<file path="config.mk">
export PLATFORM = sky130hd
export DESIGN_NAME = word_serial_tx
export DESIGN_NICKNAME = d
export VERILOG_FILES = /design/src/rtl/word_serial_tx.sv
export SDC_FILE = /design/constraint.sdc
export NUM_CORES = 1
export LEC_CHECK = 0
export CORE_MARGIN = 4
export CORE_UTILIZATION = 33
export CTS_CLUSTER_DIAMETER = 40
export DETAILED_ROUTE_END_ITERATION = 12
export GPL_ROUTABILITY_DRIVEN = 0
export GPL_TIMING_DRIVEN = 0
export PLACE_DENSITY_LB_ADDON = 0.3
export REMOVE_ABC_BUFFERS = 1
export SYNTH_ARGS = -nofsm -noshare
export SYNTH_HDL_FRONTEND = slang
export SYNTH_SLANG_ARGS = --single-unit
</file>
<file path="constraint.sdc">
create_clock -name clk -period 1.8 [get_ports clk]
set_clock_uncertainty 0.1 [all_clocks]
set_input_delay 0.54 -clock clk [delete_from_list [all_inputs] [get_ports clk]]
set_output_delay 0.54 -clock clk [all_outputs]
set_load 0.1 [all_outputs]
</file>
<file path="src/rtl/word_serial_tx.sv">
// word_serial_tx: framed LSB-first serial transmitter (start, data, optional even parity, stop)
module word_serial_tx #(
  parameter int BITS         = 4,
  parameter int CLKS_PER_BIT = 4,
  parameter int PARITY_EN    = 1
) (
  input  logic            clk,
  input  logic            reset,
  input  logic            in_valid,
  input  logic [BITS-1:0] in_data,
  output logic            in_ready,
  output logic            tx_out,
  output logic            busy,
  output logic            done
);
  localparam int TW = CLKS_PER_BIT > 1 ? $clog2(CLKS_PER_BIT) : 1;
  localparam int IW = BITS > 1 ? $clog2(BITS) : 1;
  localparam logic [TW-1:0] LAST = TW'(CLKS_PER_BIT - 1);
  typedef enum logic [2:0] {IDLE, START, DATA, PARITY, STOP} state_t;
  state_t state, state_n;
  logic [TW-1:0] timer, timer_n;
  logic [IW-1:0] idx, idx_n;
  logic [BITS-1:0] sh, sh_n;
  logic par, par_n, tx_n, last;
  assign in_ready = state == IDLE;
  assign last = timer == LAST;
  always_comb begin
    state_n = state;
    idx_n   = idx;
    sh_n    = sh;
    par_n   = par;
    timer_n = last ? '0 : timer + TW'(1);
    case (state)
      IDLE: begin
        timer_n = '0;
        if (in_valid) begin
          state_n = START;
          sh_n    = in_data;
          par_n   = ^in_data;
        end
      end
      START: if (last) begin
        state_n = DATA;
        idx_n   = '0;
      end
      DATA: if (last) begin
        sh_n  = sh >> 1;
        idx_n = idx + IW'(1);
        if (idx == IW'(BITS - 1)) state_n = PARITY_EN != 0 ? PARITY : STOP;
      end
      PARITY: if (last) state_n = STOP;
      default: if (last) state_n = IDLE;
    endcase
    // outputs are registered, so they are decoded from the state being entered
    tx_n = state_n == START ? 1'b0 : state_n == DATA ? sh_n[0] : state_n == PARITY ? par_n : 1'b1;
  end
  always_ff @(posedge clk) begin
    if (!reset) begin
      state  <= IDLE;
      timer  <= '0;
      idx    <= '0;
      sh     <= '0;
      par    <= 1'b0;
      tx_out <= 1'b1;
      busy   <= 1'b0;
      done   <= 1'b0;
    end else begin
      state  <= state_n;
      timer  <= timer_n;
      idx    <= idx_n;
      sh     <= sh_n;
      par    <= par_n;
      tx_out <= tx_n;
      busy   <= state_n != IDLE;
      done   <= state_n == STOP && timer_n == LAST;
    end
  end
endmodule

</file>
==> results, run 1 <==
- Of the cells placed in the final design, the portion with a size suffix greater than 1 is 22.0%.
- The leakage power is 0.000388 µW.
- The core utilization of the finished layout is roughly 44%.
- The final period demand of the worst path is 1.80 ns.
- The number of hold-slack violations in the final timing report is 0.
- The CTS tree is built.
- The multi-input combinational cells in the finished layout cover a total of approximately 440 µm².
- The routed via count divided by cell count is a little over 5.
- The clock drives 15 sinks.
- The measured slew at the worst slew-check pin is ~0.5 ns.
- The top-level I/O count is 11.
- The clock root buffer is clkbuf_4.
- The total of flip-flops plus latches after synthesis is 15.
- Setup violations remaining at the end of the flow were counted as 0.
- The first-pass iteration count of the detailed router is 4.
- The register-to-register setup slack is ~0.060 ns.
- Along the worst hold path, the cell count comes to 2.
- STA classifies the critical path startpoint as a register.
- The peak supply drop is around 0.34 mV.
- The number of diodes is 0.
- The die is approximately 56 µm tall.
- The highest fanout seen on the critical path is 11.
- Among all flip-flop cells after synthesis, the most frequent one is dfxtp_1.
- The area after detailed placement is ~870 µm².
- The number of antenna violations at the first check in global routing is 0.
- The total power per unit cell area is approximately 740 nW/µm².
- The die covers between 3000 and 4000 µm².
- Global routing consumed, over all layers together, 10.8% of the routing resources.
- The post-layout instance area is approximately 970 µm².
- The number of different library cells in the post-synthesis netlist is 34.
- The worst register-to-register path ends at tx_out$_SDFF_PN1_.
- The number of nets with antenna violations after routing is 0.
- The via count of the first global-routing pass is between 600 and 700.
- Synthesis produced a netlist whose cell count is between 80 and 90.
- Fill cells in the final layout number 217.
- The cell area after technology mapping is 763 µm².
- From synthesis to final layout, the design area changed by 27.0%.
- The routed design has 1.53 mm of wire.
- The worst hold path begins at sh[2]$_SDFFE_PN0P_.
- The count of cells in the finished layout, fillers not included, comes to between 100 and 150.
- The number of CTS-inserted buffers is 3.
- The post-synthesis area per instance is 9.20 µm².
- After clock tree synthesis, the clock-pin slew on the worst setup and hold paths is approximately 0.080 ns.
- Setup repair after global routing could not meet its margin everywhere.
- The flow ran to the end, and the final reports show no timing, DRC or antenna violations.
- Yosys mapped a number of flops with a built-in enable equal to 0.
- The number of cells on the worst reg-to-reg path is 5.
- The count of standard-cell rows is 17.
- Registers take ~300 µm².
- The remaining max-slew budget at the tightest pin is roughly 66%.
- The detailed router placed ~660 vias in this run.
- Sequential cells were found to cover about two fifths of the synthesized design area.
- The max-capacitance violation count is 0.
- The final clock period utilization by the worst path is ~100%.
- In the synthesized netlist the async set-or-reset flop fraction comes to 0%.
- Static timing analysis puts the maximum clock frequency at approximately 560 MHz.
- The clock passes through at most 2 buffers.
- The largest net degree at the start of global routing is 15.
- The first-pass GRT wire length is 2.70 mm.
- Hold is met by 0.372 ns.
- The kind of end point of the critical path is an output port.
- STA puts the critical path data arrival time at approximately 1.2 ns.
- After detailed routing, the number of remaining DRC violations is 0.
- The required time of the critical path is 1.16 ns.
- The CTS H-tree depth is 1.
- The total overflow reported by the global router is 0.
- The max-slew violation count was 0.
- The worst hold endpoint is sh[2]$_SDFFE_PN0P_.
- In this run, the number of DRC markers left after iteration 0 of detailed routing was 6.
- The count of warnings emitted by yosys is 0.
- The quantity of I/O buffers inserted on ports is 10.
- The horizontal die dimension is around 56 µm.
- Dividing the detail-routed wire length by the instance count gives around 12 µm.
- For the worst-skew pair, the clock arrives at the later sink with an insertion delay of ~0.28 ns.
- The launching point of the worst reg2reg path is timer[0]$_SDFF_PN0_.
- The critical path class is register to output port.
- The final net count is about 110.
- The effective utilization at floorplan is approximately a third.
- Counting tap cells, the placed design contains a total of 118 instances.
- Once detailed placement completed, the half-perimeter wirelength came to roughly 1.1 mm.
- The class of the tightest hold or removal check is register to register.
- The core area is 2210 µm².
==> cell usage in the layout (no fill, tap or decap), types with 2 or more instances in the layout <==
master	n
dfxtp_1	12
nor2_1	8
nand2_1	8
a21oi_1	6
buf_4	6
clkdlybuf4s50_1	5
nor2b_1	4
o21ai_0	3
xnor2_1	3
and2_1	3
ha_1	3
clkbuf_4	3
and4bb_2	2
a22oi_1	2
nor4_1	2
inv_1	2
o211ai_1	2
clkdlybuf4s18_2	2
dfxtp_4	2
==> synthesized netlist by cell type, types with 2 or more instances <==
cell type  number  area (µm²)
dfxtp_1        15         300
nand2_1         8        30.0
nor2_1          8        30.0
a21oi_1         6        30.0
nor2b_1         4        25.0
and2_1          3        18.8
ha_1            3        37.5
o21ai_0         3        15.0
xnor2_1         3        26.3
a22oi_1         2        15.0
and4bb_2        2        25.0
inv_1           2        7.51
nor4_1          2        12.5
o211ai_1        2        15.0
==> state kept, by name, indices dropped and copies added, names as in the netlist <==
signal	cells
state	3
idx	2
timer	2
tx_out	1
par	1
sh	4
done	1
busy	1
==> layout make-up <==
class | count | area share (%)
clock buffer | 4 | 2.71
inverter | 3 | 1.16
multi-input combinational | 62 | 45.3
sequential | 15 | 31.9
tap | 28 | 3.61
timing repair buffer | 16 | 15.4
==> report_power, final <==
group          internal (µW)  switching, µW  total (µW)  leakage, µW
clock                   86.2            106         192    0.0000150
sequential               347           10.7         358     0.000125
combinational           73.3           93.4         167     0.000249
total                    506            210         716     0.000388
==> through the flow <==
step	total power (µW)	TNS, ns	setup WS, ns
2_1_floorplan	469	-5.47	-1.52
3_3_place_gp	508	-3.76	-0.917
3_5_place_dp	510	-3.87	-0.917
4_1_cts	719	-0.0712	-0.0712
5_1_grt	755	-0.106	-0.0667
6_report	716	0	0.00276
==> critical path, stage by stage (launching register included) <==
cell,delay [ns]
dfxtp_4,0.40
nor3_4,0.26
buf_12,0.21
==> routing by layer <==
layer  track usage, %  vias up  wire length (µm)
li1                 -      332                 -
met4             3.05        0                23
met3             5.10        5               100
met5                0        -                 0
met1             12.8      310               679
met2             17.4       12               723
==> kinds of logic after synthesis <==
| logic type | Yosys count | synth area share (%) |
|---|---|---|
| compound gates | 21 | 20.2 |
| buf+inv | 6 | 4.59 |
| flops | 15 | 39.3 |
| fa+ha+maj | 3 | 4.92 |
| simple gates | 35 | 27.5 |
| xor+xnor | 3 | 3.44 |
==> worst max path at each step <==
stage	from	endpoint	slack [ns]	depth (start not counted)
final	state[2]$_SDFF_PN0_	in_ready	0.003	2
after global routing	timer[0]$_SDFF_PN0_	tx_out$_SDFF_PN1_	-0.07	5
after CTS	state[0]$_SDFF_PN0_	in_ready	-0.07	2
after detailed placement	state[0]$_SDFF_PN0_	in_ready	-0.92	2
after global placement	state[1]$_SDFF_PN0_	in_ready	-0.92	2
after floorplan	state[1]$_SDFF_PN0_	in_ready	-1.52	1
==> what timing repair did <==
item / CTS / global route
endpoints found under the setup margin: 5 / 5
endpoints found under the hold margin: 0 / 0
resized for setup: 24 / 7
buffers inserted: 3 / 3
hold buffers: 0 / 0
pin swaps: 0 / 1
Power figures use the tool's default switching activity.
==> inputs of run 2 (changes only) <==
--- a/config.mk
+++ b/config.mk
@@ -5,7 +5,7 @@
 export SDC_FILE = /design/constraint.sdc
 export NUM_CORES = 1
 export LEC_CHECK = 0
-export CORE_MARGIN = 4
+export CORE_MARGIN = 2
 export CORE_UTILIZATION = 33
 export CTS_CLUSTER_DIAMETER = 40
 export DETAILED_ROUTE_END_ITERATION = 12
==> run 2 against run 1 <==
Compared with the run above:
- final cell count rose by 1.6%
- total power fell by 0.35%
- sequential share of layout area decreased by 0.23 points
- non-clock buffer count is 2 higher
- critical path type unchanged
- largest cell class unchanged
==> results, run 2 (synthesized netlist as in run 1, its figures left out) <==
- The worst hold path terminates at sh[2]$_SDFFE_PN0P_.
- The routing usage on met1 is ~14%.
- The least setup slack across all paths after layout is a little over 0.03 ns.
- The combined global-route utilization of all metal layers is about an eighth.
- The worst hold path belongs to the class register to register.
- The max-slew violation count was 0.
- The latest clock arrival within the worst-skew pair is 0.29 ns.
- The largest registers in the layout are sh (4), state (3).
- The final routed wirelength across all metal layers is 1.57 mm.
- The number of flip-flops under the largest register name is 4.
- The run finished with clean final reports.
- The number of buffers added to fix hold violations after cts is 0.
- The total overflow reported by the global router is 0.
- The routed via count divided by cell count is 5.10.
- More flip-flops sit in one register than any other, and that register is sh.
- The number of antenna violations at the first check in global routing is 0.
- The worst setup path is captured at an output port.
- The vertical die dimension is around 52 µm.
- Cells with a size suffix above 1 make up around a quarter of the layout.
- In this run the most critical hold path is launched from sh[2]$_SDFFE_PN0P_.
- The endpoint arrival time on the critical path is around 1.1 ns.
- The number of antenna diodes in the final layout is 0.
- The critical path crosses 2 cells after its start point.
- The worst-path cell with the longest stage delay is dfxtp_4.
- In the global route stage, met2 resource usage came out at 22.2%.
- The first detailed-routing pass ran for 4 iterations.
- The count of standard-cell rows is 17.
- Timing would allow up to about 570 MHz.
- The wire length per cell after detailed routing is approximately 12 µm.
- Clock tree synthesis found a total of 15 sinks.
- The count of nets left with antenna violations once routing finished came out at 0.
- The effective utilization at floorplan is between 30% and 40%.
- The die covers between 2000 and 3000 µm².
- The horizontal die dimension is about 52 µm.
- In this design, the largest share of critical-path delay is due to flip-flops.
- The library cell used most frequently in the layout, excluding fill and tap cells, is dfxtp_1.
- STA puts the critical path data required time at between 1 and 1.5 ns.
- The remaining max-slew budget at the tightest pin is a little under 70%.
- The first global-routing pass estimated ~2.5 mm of wire.
- The count of buffer and inverter cells on the critical path is 1.
- The number of filler instances in the final layout is between 200 and 250.
- After routing the design area is a little under 1000 µm².
- The worst hold path depth is 2.
- Input and output buffers added on the ports amount to 10.
- The kind of start point of the critical path is a register.
- The worst register-to-register path has a depth of 5.
- The area growth from synthesis to final layout is 29.0%.
- The peak supply drop is between 0.3 and 0.4 mV.
- The register-to-register setup slack is 0.15 ns.
- The max-capacitance violation count is 0.
- Setup repair after global routing could not meet its margin everywhere.
- The area after detailed placement is approximately 900 µm².
- The number of CTS-inserted buffers is 3.
- The floorplan step defined a core boundary enclosing approximately 2200 µm².
- The final clock period utilization by the worst path is around 98%.
- The measured slew at the worst slew-check pin is 0.484 ns.
- The clock passes through at most 2 buffers.
- For this run, the post-layout net count is between 100 and 150.
- The post-place setup slack is -0.928 ns.
- Clock tree synthesis selected as its root buffer the cell clkbuf_4.
- Setup violations remaining at the end of the flow were counted as 0.
- The peak per-stage delay on the critical path is 0.37 ns.
- The via count of the first global-routing pass is around 610.
- Of all nets on the critical path, the largest fanout is 3.
- TritonCTS built the clock tree.
- In the routed design, unresolved DRC markers number 0.
- The final period demand of the worst path is between 1.5 and 2 ns.
- The critical path class is register to output port.
- Entering global routing, the biggest net connects 15 pins.
- The worst register-to-register path begins at timer[0]$_SDFF_PN0_.
- The total number of vias is about 660.
- In the layout the commonest cells are 12 x dfxtp_1, 8 x nor2_1, 8 x nand2_1, 8 x buf_4.
- The layer carrying the most global-route usage is met2.
- For this design the top-level I/O count stands at 11.
- In this run the static leakage power is around 0.00039 µW.
- The total power per unit cell area is 725 nW/µm².
- The met3 track utilization from global routing is under 10%.
- In this run the number of H-tree levels came out at 1.
- The violation count after the first detailed-routing iteration is 13.
- The worst flop-to-flop path endpoint is tx_out$_SDFF_PN1_.
- Traced cell by cell, the critical path runs through nor3_4 -> buf_12.
- The clock-pin slew reported for the worst setup and hold paths after clock tree synthesis is 0.09 ns.
- The detailed-placement wirelength estimate is ~1.1 mm.
- The number of hold-slack violations in the final timing report came to 0.
==> run 2: changes by cell type in the layout (fill, tap and decap cells not counted) <==
cell	before	now
buf_2	1	3
clkinv_2	0	1
clkdlybuf4s18_2	2	0
clkbuf_1	1	0
dfxtp_2	1	0
clkdlybuf4s50_1	5	6
ha_1	3	2
dlygate4sd2_1	1	0
nor2b_1	4	3
ha_2	0	1
dfxtp_4	2	3
buf_4	6	8
nor2b_2	0	1
==> run 2: power breakdown <==
part	switching, µW	internal [µW]	total (µW)
logic	93.9	71.5	165
clock network	110	82.6	193
registers	10.0	345	355
total	214	499	714
==> run 2: layout make-up <==
type                            count  area, µm²  share of cell area, %
Inverter                            3       11.3                   1.14
Clock inverter                      1       5.00                  0.508
Multi-Input combinational cell     62        444                   45.1
Tap cell                           28       35.0                   3.56
Clock buffer                        3       22.5                   2.29
Sequential cell                    15        312                   31.6
Timing Repair Buffer               18        155                   15.8
==> run 2: worst reg2reg max path, stage by stage, from the launching register on <==
cell      delay, ns
dfxtp_1        0.35
ha_1           0.24
and2_1         0.18
a311o_4        0.41
o211a_1        0.22
o211ai_1       0.07
==> run 2: what timing repair did <==
| item | CTS | global route |
|---|---|---|
| pin swaps | 0 | 1 |
| buffers inserted | 2 | 6 |
| gates resized for setup | 24 | 11 |
| setup endpoints to repair | 5 | 6 |
==> run 2: routing by layer <==
layer  routed length (µm)  vias up  share of wire [%]
met3                   99        2                6.3
met5                    0        -                  0
met4                   14        0               0.89
met1                  650      308                 41
met2                  804       15                 51
li1                     -      338                  -
==> run 2: worst max path at each step <==
stage / slack, ns / from / endpoint
3_3_place_gp: -0.92 / state[1]$_SDFF_PN0_ / in_ready
3_5_place_dp: -0.93 / state[1]$_SDFF_PN0_ / in_ready
5_1_grt: -0.03 / state[0]$_SDFF_PN0_ / in_ready
4_1_cts: -0.08 / state[0]$_SDFF_PN0_ / in_ready
6_report: 0.03 / state[0]$_SDFF_PN0_ / in_ready
2_1_floorplan: -1.52 / state[1]$_SDFF_PN0_ / in_ready
==> run 2: through the flow <==
step	util [%]	hold WS, ns	instances	setup TNS, ns	total power, µW
after detailed placement	39.9	0.359	118	-3.89	510
after floorplan	-	0.336	80	-5.47	469
after global routing	44.9	0.390	130	-0.0336	756
after CTS	43.1	0.373	124	-0.0761	719
final	44.9	0.372	130	0	714
after global placement	39.9	0.350	118	-3.78	508
